==> src/rtl/master_sm_scheduler_if.sv <==
// ----------------------------------------------------------------------------
// master_sm_scheduler_if
// Bundles the scheduler's button, maze-link and display signals.
//   master : the scheduler itself (reads button/maze, drives state/display)
//   slave  : the surrounding board logic (button, maze wrapper, decoder)
// Signals:
//   BTNC          start/acknowledge button, debounced level
//   MAZE_STATUS   maze status (bit3 = win, bit2 = failed)
//   MAZE_DIGIT    maze display value
//   MASTER_STATE  0 START, 1 MAZE, 2 WIN, 3 LOSE
//   DIGIT_SEL     selected display digit, 0 = rightmost
//   BIN_OUT       value for the selected digit
//   DOT_OUT       decimal point for the selected digit, 1 = off
//   TIMEOUT       high in LOSE when the loss was caused by time expiry
// ----------------------------------------------------------------------------
interface master_sm_scheduler_if;
  logic       BTNC;
  logic [3:0] MAZE_STATUS;
  logic [3:0] MAZE_DIGIT;
  logic [1:0] MASTER_STATE;
  logic [1:0] DIGIT_SEL;
  logic [3:0] BIN_OUT;
  logic       DOT_OUT;
  logic       TIMEOUT;

  modport master (
    input  BTNC, MAZE_STATUS, MAZE_DIGIT,
    output MASTER_STATE, DIGIT_SEL, BIN_OUT, DOT_OUT, TIMEOUT
  );

  modport slave (
    output BTNC, MAZE_STATUS, MAZE_DIGIT,
    input  MASTER_STATE, DIGIT_SEL, BIN_OUT, DOT_OUT, TIMEOUT
  );
endinterface

==> src/rtl/master_sm_scheduler.sv <==
// ----------------------------------------------------------------------------
// master_sm_scheduler
// Top-level game sequencer. Steps the maze sub-machine through
// START -> MAZE -> WIN/LOSE -> START, enforces a per-game BCD countdown and
// time-multiplexes the single 4-digit 7-segment display.
// Ports:
//   CLK    system clock, rising edge
//   RESET  asynchronous active-low reset
//   bus    master_sm_scheduler_if.master (button, maze link, display)
// Parameters:
//   REFRESH_DIV  clock cycles per displayed digit
//   TICK_DIV     clock cycles per countdown second
//   TIME_LIMIT   game time in seconds, 1..99
// ----------------------------------------------------------------------------
module master_sm_scheduler #(
  parameter int REFRESH_DIV = 100000,
  parameter int TICK_DIV    = 100000000,
  parameter int TIME_LIMIT  = 30
) (
  input  logic                  CLK,
  input  logic                  RESET,
  master_sm_scheduler_if.master bus
);

  localparam int REF_W  = (REFRESH_DIV > 1) ? $clog2(REFRESH_DIV) : 1;
  localparam int TICK_W = (TICK_DIV > 1) ? $clog2(TICK_DIV) : 1;

  localparam logic [3:0] TL_TENS = 4'(TIME_LIMIT / 10);
  localparam logic [3:0] TL_ONES = 4'(TIME_LIMIT % 10);

  typedef enum logic [1:0] {
    ST_START = 2'd0,
    ST_MAZE  = 2'd1,
    ST_WIN   = 2'd2,
    ST_LOSE  = 2'd3
  } state_t;

  state_t              state_r;
  logic [3:0]          cd_tens_r;
  logic [3:0]          cd_ones_r;
  logic [TICK_W-1:0]   tick_cnt_r;
  logic                timeout_r;

  logic                btn_sync1_r;
  logic                btn_sync2_r;
  logic                btn_edge_r;
  logic                press_r;

  logic [REF_W-1:0]    ref_cnt_r;
  logic [1:0]          digit_sel_r;

  logic                tick_wrap_s;
  logic                ref_wrap_s;
  logic                cd_zero_s;
  logic [3:0]          bin_s;
  logic                dot_s;
  logic                unused_status_s;

  // BCD countdown step: a zero ones digit borrows from tens and becomes 9.
  function automatic logic [7:0] bcd_dec(input logic [3:0] tens, input logic [3:0] ones);
    logic [7:0] res;
    if (ones == 4'd0) begin
      res = {tens - 4'd1, 4'd9};
    end else begin
      res = {tens, ones - 4'd1};
    end
    return res;
  endfunction

  assign tick_wrap_s     = (tick_cnt_r == TICK_W'(TICK_DIV - 1));
  assign ref_wrap_s      = (ref_cnt_r == REF_W'(REFRESH_DIV - 1));
  assign cd_zero_s       = (cd_tens_r == 4'd0) && (cd_ones_r == 4'd0);
  assign unused_status_s = ^bus.MAZE_STATUS[1:0];

  // Button synchroniser and one-shot press; press_r is itself registered so a
  // rising BTNC before edge k changes the state at edge k+3.
  always_ff @(posedge CLK or negedge RESET) begin
    if (!RESET) begin
      btn_sync1_r <= 1'b0;
      btn_sync2_r <= 1'b0;
      btn_edge_r  <= 1'b0;
      press_r     <= 1'b0;
    end else begin
      btn_sync1_r <= bus.BTNC;
      btn_sync2_r <= btn_sync1_r;
      btn_edge_r  <= btn_sync2_r;
      press_r     <= btn_sync2_r & ~btn_edge_r;
    end
  end

  // Master state machine with countdown, second tick and timeout flag.
  always_ff @(posedge CLK or negedge RESET) begin
    if (!RESET) begin
      state_r    <= ST_START;
      cd_tens_r  <= TL_TENS;
      cd_ones_r  <= TL_ONES;
      tick_cnt_r <= '0;
      timeout_r  <= 1'b0;
    end else begin
      case (state_r)
        ST_START: begin
          tick_cnt_r <= '0;
          if (press_r) begin
            state_r   <= ST_MAZE;
            cd_tens_r <= TL_TENS;
            cd_ones_r <= TL_ONES;
          end
        end
        ST_MAZE: begin
          if (tick_wrap_s) begin
            tick_cnt_r <= '0;
          end else begin
            tick_cnt_r <= tick_cnt_r + TICK_W'(1);
          end
          // Win beats fail beats timeout; the countdown freezes on exit.
          if (bus.MAZE_STATUS[3]) begin
            state_r    <= ST_WIN;
            tick_cnt_r <= '0;
          end else if (bus.MAZE_STATUS[2]) begin
            state_r    <= ST_LOSE;
            tick_cnt_r <= '0;
          end else if (tick_wrap_s) begin
            if (cd_zero_s) begin
              state_r   <= ST_LOSE;
              timeout_r <= 1'b1;
            end else begin
              {cd_tens_r, cd_ones_r} <= bcd_dec(cd_tens_r, cd_ones_r);
            end
          end
        end
        ST_WIN, ST_LOSE: begin
          tick_cnt_r <= '0;
          if (press_r) begin
            state_r   <= ST_START;
            timeout_r <= 1'b0;
            cd_tens_r <= TL_TENS;
            cd_ones_r <= TL_ONES;
          end
        end
        default: begin
          state_r    <= ST_START;
          cd_tens_r  <= TL_TENS;
          cd_ones_r  <= TL_ONES;
          tick_cnt_r <= '0;
          timeout_r  <= 1'b0;
        end
      endcase
    end
  end

  // Display refresh counter and digit scan, free-running in every state.
  always_ff @(posedge CLK or negedge RESET) begin
    if (!RESET) begin
      ref_cnt_r   <= '0;
      digit_sel_r <= 2'd0;
    end else if (ref_wrap_s) begin
      ref_cnt_r   <= '0;
      digit_sel_r <= digit_sel_r + 2'd1;
    end else begin
      ref_cnt_r   <= ref_cnt_r + REF_W'(1);
    end
  end

  // Digit content mux; combinational so value and dot never lag DIGIT_SEL.
  always_comb begin
    bin_s = 4'h0;
    dot_s = 1'b1;
    case (digit_sel_r)
      2'd0: bin_s = (state_r == ST_MAZE) ? bus.MAZE_DIGIT : 4'h0;
      2'd1: bin_s = cd_ones_r;
      2'd2: begin
        bin_s = cd_tens_r;
        dot_s = (state_r == ST_MAZE) ? 1'b0 : 1'b1;
      end
      2'd3: bin_s = {2'b00, state_r};
      default: begin
        bin_s = 4'h0;
        dot_s = 1'b1;
      end
    endcase
  end

  assign bus.MASTER_STATE = state_r;
  assign bus.TIMEOUT      = timeout_r;
  assign bus.DIGIT_SEL    = digit_sel_r;
  assign bus.BIN_OUT      = bin_s;
  assign bus.DOT_OUT      = dot_s;

endmodule

==> src/flat_wrapper.sv <==
// flat-port wrapper written by rule: the top's interface ports become plain ports
module master_sm_scheduler_flat 
#(
  parameter int REFRESH_DIV = 100000,
  parameter int TICK_DIV    = 100000000,
  parameter int TIME_LIMIT  = 30
)
  (CLK, RESET, bus_BTNC, bus_MAZE_STATUS, bus_MAZE_DIGIT, bus_MASTER_STATE, bus_DIGIT_SEL, bus_BIN_OUT, bus_DOT_OUT, bus_TIMEOUT);
  master_sm_scheduler_if bus_i ();
  input  logic CLK;
  input  logic RESET;
  input wire logic [$bits(bus_i.BTNC)-1:0] bus_BTNC;
  input wire logic [$bits(bus_i.MAZE_STATUS)-1:0] bus_MAZE_STATUS;
  input wire logic [$bits(bus_i.MAZE_DIGIT)-1:0] bus_MAZE_DIGIT;
  output wire logic [$bits(bus_i.MASTER_STATE)-1:0] bus_MASTER_STATE;
  output wire logic [$bits(bus_i.DIGIT_SEL)-1:0] bus_DIGIT_SEL;
  output wire logic [$bits(bus_i.BIN_OUT)-1:0] bus_BIN_OUT;
  output wire logic [$bits(bus_i.DOT_OUT)-1:0] bus_DOT_OUT;
  output wire logic [$bits(bus_i.TIMEOUT)-1:0] bus_TIMEOUT;
  assign bus_i.BTNC = bus_BTNC;
  assign bus_i.MAZE_STATUS = bus_MAZE_STATUS;
  assign bus_i.MAZE_DIGIT = bus_MAZE_DIGIT;
  assign bus_MASTER_STATE = bus_i.MASTER_STATE;
  assign bus_DIGIT_SEL = bus_i.DIGIT_SEL;
  assign bus_BIN_OUT = bus_i.BIN_OUT;
  assign bus_DOT_OUT = bus_i.DOT_OUT;
  assign bus_TIMEOUT = bus_i.TIMEOUT;
  master_sm_scheduler #(.REFRESH_DIV(REFRESH_DIV), .TICK_DIV(TICK_DIV), .TIME_LIMIT(TIME_LIMIT)) u_core (.CLK(CLK), .RESET(RESET), .bus(bus_i));
endmodule
==> config.mk <==
export PLATFORM = sky130hd
export DESIGN_NAME = master_sm_scheduler_flat
export DESIGN_NICKNAME = d
export VERILOG_FILES = /design/src/rtl/master_sm_scheduler_if.sv /design/src/rtl/master_sm_scheduler.sv /design/src/flat_wrapper.sv
export SDC_FILE = /design/constraint.sdc
export NUM_CORES = 1
export LEC_CHECK = 0
export CAP_MARGIN = 20
export CORE_UTILIZATION = 35
export DETAILED_ROUTE_END_ITERATION = 12
export PLACE_DENSITY = 0.57
export REMOVE_ABC_BUFFERS = 1
export SYNTH_ARGS = -nofsm -noshare
export SYNTH_HDL_FRONTEND = slang
export SYNTH_SLANG_ARGS = --single-unit
==> constraint.sdc <==
create_clock -name CLK -period 2.3 [get_ports CLK]
set_input_delay 0.46 -clock CLK [delete_from_list [all_inputs] [get_ports CLK]]
set_output_delay 0.46 -clock CLK [all_outputs]
set_load 0.005 [all_outputs]
==> flow_metrics.env <==
export IMPL_status="complete, no violations"
export IMPL_setup_worst_path_start="u_core.bus.DIGIT_SEL[0]"
export IMPL_finalSetupTns_ns=0
export IMPL_gp_congestion=0.785
export IMPL_syn_instance_count=308
export IMPL_r2r_start="u_core.cd_ones_r[0]"
export IMPL_grt_pass1_vias=2187
export IMPL_synth_edf_count=0
export IMPL_fillers=807
export IMPL_ys_top_cells_by_count="59 x dfrtp_1, 56 x nor2_1, 27 x xor2_1"
export IMPL_end_kind="output port"
export IMPL_hold_buffers=0
export IMPL_finalCritPeriodShare=0.947
export IMPL_grt_pass1_wl_mm=9.90
export IMPL_worst_pin_slew_ns=0.351
export IMPL_hold_viol=0
export IMPL_gr_total_overflow=0
export IMPL_die_area_um2=9190
export IMPL_synthTopCellsByArea="dfrtp_1 48%, xor2_1 7.7%, nor2_1 6.8%, xnor2_1 4.0%, ha_1 3.7%"
export IMPL_wirelength_mm=6.00
export IMPL_port_buffers=18
export IMPL_root_buffer="clkbuf_8"
export IMPL_cts_sinks=61
export IMPL_grt_antenna_before_repair=0
export IMPL_core_rowCount=33
export IMPL_yosysWarnings=0
export IMPL_track_usage=0.143
export IMPL_grt_max_degree=49
export IMPL_cts_tree="built"
export IMPL_worst_path_stages=4
export IMPL_worstRegToRegCells=8
export IMPL_fin_nets=366
export IMPL_yosysTopAreaCell="dfrtp_1"
export IMPL_syn_cell_area_um2=3080
export IMPL_async_reset_ff_frac=1.00
export IMPL_synth_top_flop_cell="dfrtp_1"
export IMPL_die_width_um=95.9
export IMPL_worstPathRequired_ns=1.84
export IMPL_ant_nets=0
export IMPL_antennaDiodeCount=0
export IMPL_path_buf_inv=1
export IMPL_drv_cap=0
export IMPL_setup_viol_count_final=0
export IMPL_cts_clk_slew_worst_paths_ns=0.07
export IMPL_leakage_nw=1.62
export IMPL_synth_top_area_frac=0.479
export IMPL_clk_latency_ns=0.34
export IMPL_cp_max_fo=4
export IMPL_max_stage_delay_ns=0.45
export IMPL_critical_path_class="register to output port"
export IMPL_skew_ns=0.0117
export IMPL_num_vias=2278
export IMPL_startpoint_type="register"
export IMPL_crit_slowest_cell="dfrtp_2"
export IMPL_power_density_nw_per_um2=641
export IMPL_wl_per_cell_um=13.2
export IMPL_crit_path_cell_trace="ha_1, a222oi_1, o21ai_1, dlygate4sd2_1"
export IMPL_ir_worst_vdd_mv=0.315
export IMPL_core_area_um2=8380
export IMPL_synth_avg_cell_area_um2=10.0
export IMPL_ctsHtreeMaxLevel=3
export IMPL_ys_types=44
export IMPL_r2r_setup_slack_ns=0.21
export IMPL_slew_limit_headroom=0.764
export IMPL_drt_pass1_iter_count=4
export IMPL_vias_per_cell=5.02
export IMPL_rsz0062_at_grt="false"
export IMPL_drv_slew=0
export IMPL_post_route_drc_count=0
export IMPL_area_delta_synth_final_pct=22.0
export IMPL_io_pins=21
export IMPL_initial_core_util=0.368
export IMPL_period_minus_slack_ns=2.18
export IMPL_max_freq_mhz=459
export IMPL_fp_dieH_um=95.9
export IMPL_cts_buffer_depth=2
export IMPL_numCtsBuffers=9
export IMPL_place_hpwl_mm=4.21
export IMPL_pre_cts_ws_ns=-0.141
export IMPL_synthMostInstantiatedCell="dfrtp_1"
export IMPL_setup_ws_ns=0.123
export IMPL_postSynthRegisterBits=61
export IMPL_p_total_mw=2.41
export IMPL_worstPathArrival_ns=1.72
export IMPL_hp_class="input port to asynchronous set/reset pin"
export IMPL_drive_above_1_share=0.155
export IMPL_yosysSeqAreaShare=0.496
export IMPL_cp_top_family="flip-flops"
export IMPL_drt_iter0_markers=64
layout by cell type (no fill, tap or decap), drive strengths merged, types with 3 or more instances in the layout:
| cell | instances |
|---|---|
| xnor2 | 14 |
| nand3 | 21 |
| buf | 16 |
| nor4 | 4 |
| a221oi | 3 |
| nor2 | 56 |
| ha | 9 |
| nand2 | 26 |
| and3 | 7 |
| a21oi | 5 |
| dfrtp | 59 |
| clkdlybuf4s50 | 13 |
| or3 | 3 |
| xor2 | 27 |
| nand4 | 11 |
| and4 | 6 |
| o21ai | 3 |
| clkbuf | 13 |
| inv | 10 |
| nor3 | 8 |
through the flow:
step	instances	utilization	hold WS, ns	cell area, µm²
after floorplan	302	-	0.164	3060
after detailed placement	436	0.413	0.338	3470
after CTS	451	0.441	0.0115	3690
final	454	0.449	0.0111	3760
after global placement	436	0.413	0.349	3470
after global routing	454	0.449	0.0348	3760
kinds of logic after synthesis:
family | share of synthesized area
AO/OA/AOI/OAI | 0.0584
XOR/XNOR | 0.116
adder cells (fa/ha/maj) | 0.0365
buffers and inverters | 0.0207
flip-flops | 0.496
multiplexers | 0.00325
AND/OR/NAND/NOR | 0.269
final timing paths:
path                                               to
worst max-delay path                   bus_BIN_OUT[1]
max in group asynchronous         u_core.cd_tens_r[1]
min in group CLK                   u_core.btn_sync2_r
worst min-delay path            u_core.tick_cnt_r[23]
worst min register to register     u_core.btn_sync2_r
worst max register to register    u_core.cd_ones_r[2]
power breakdown:
group | internal [mW] | total, mW | switching, mW
Combinational | 0.167 | 0.349 | 0.182
Clock | 0.495 | 0.885 | 0.390
Sequential | 1.11 | 1.18 | 0.0669
Total | 1.77 | 2.41 | 0.639
layout make-up:
type | instances | area (µm²) | share of cell area
clock buffers | 13 | 179 | 0.0476
inverters | 10 | 42.5 | 0.0113
multi-input cells | 231 | 1560 | 0.413
clock inverters | 1 | 5.00 | 0.00133
well taps | 105 | 131 | 0.0349
flip-flops and latches | 61 | 1530 | 0.408
repair buffers | 33 | 315 | 0.0838
layer usage:
| metal | part of all wire | GRT usage | vias up |
|---|---|---|---|
| met4 | 0.015 | 0.0522 | 0 |
| met1 | 0.47 | 0.173 | 1104 |
| li1 | - | - | 1150 |
| met3 | 0.026 | 0.0450 | 10 |
| met5 | 0 | 0 | - |
| met2 | 0.49 | 0.240 | 14 |
flip-flops by register name (all words and copies together) (netlist names):
signal	flops
u_core.tick_cnt_r	27
u_core.ref_cnt_r	17
u_core.cd_ones_r	4
u_core.cd_tens_r	4
u_core.bus.DIGIT_SEL	2
u_core.bus.MASTER_STATE	2
u_core.btn_edge_r	1
u_core.btn_sync1_r	1
u_core.btn_sync2_r	1
u_core.bus.TIMEOUT	1
u_core.press_r	1
timing repair:
| action | 4_1_cts | 5_1_grt |
|---|---|---|
| resized for setup | 12 | 10 |
| buffers inserted | 1 | 3 |
| pin swaps | 2 | 1 |
| setup endpoints to repair | 4 | 2 |
Power figures use the tool's default switching activity.
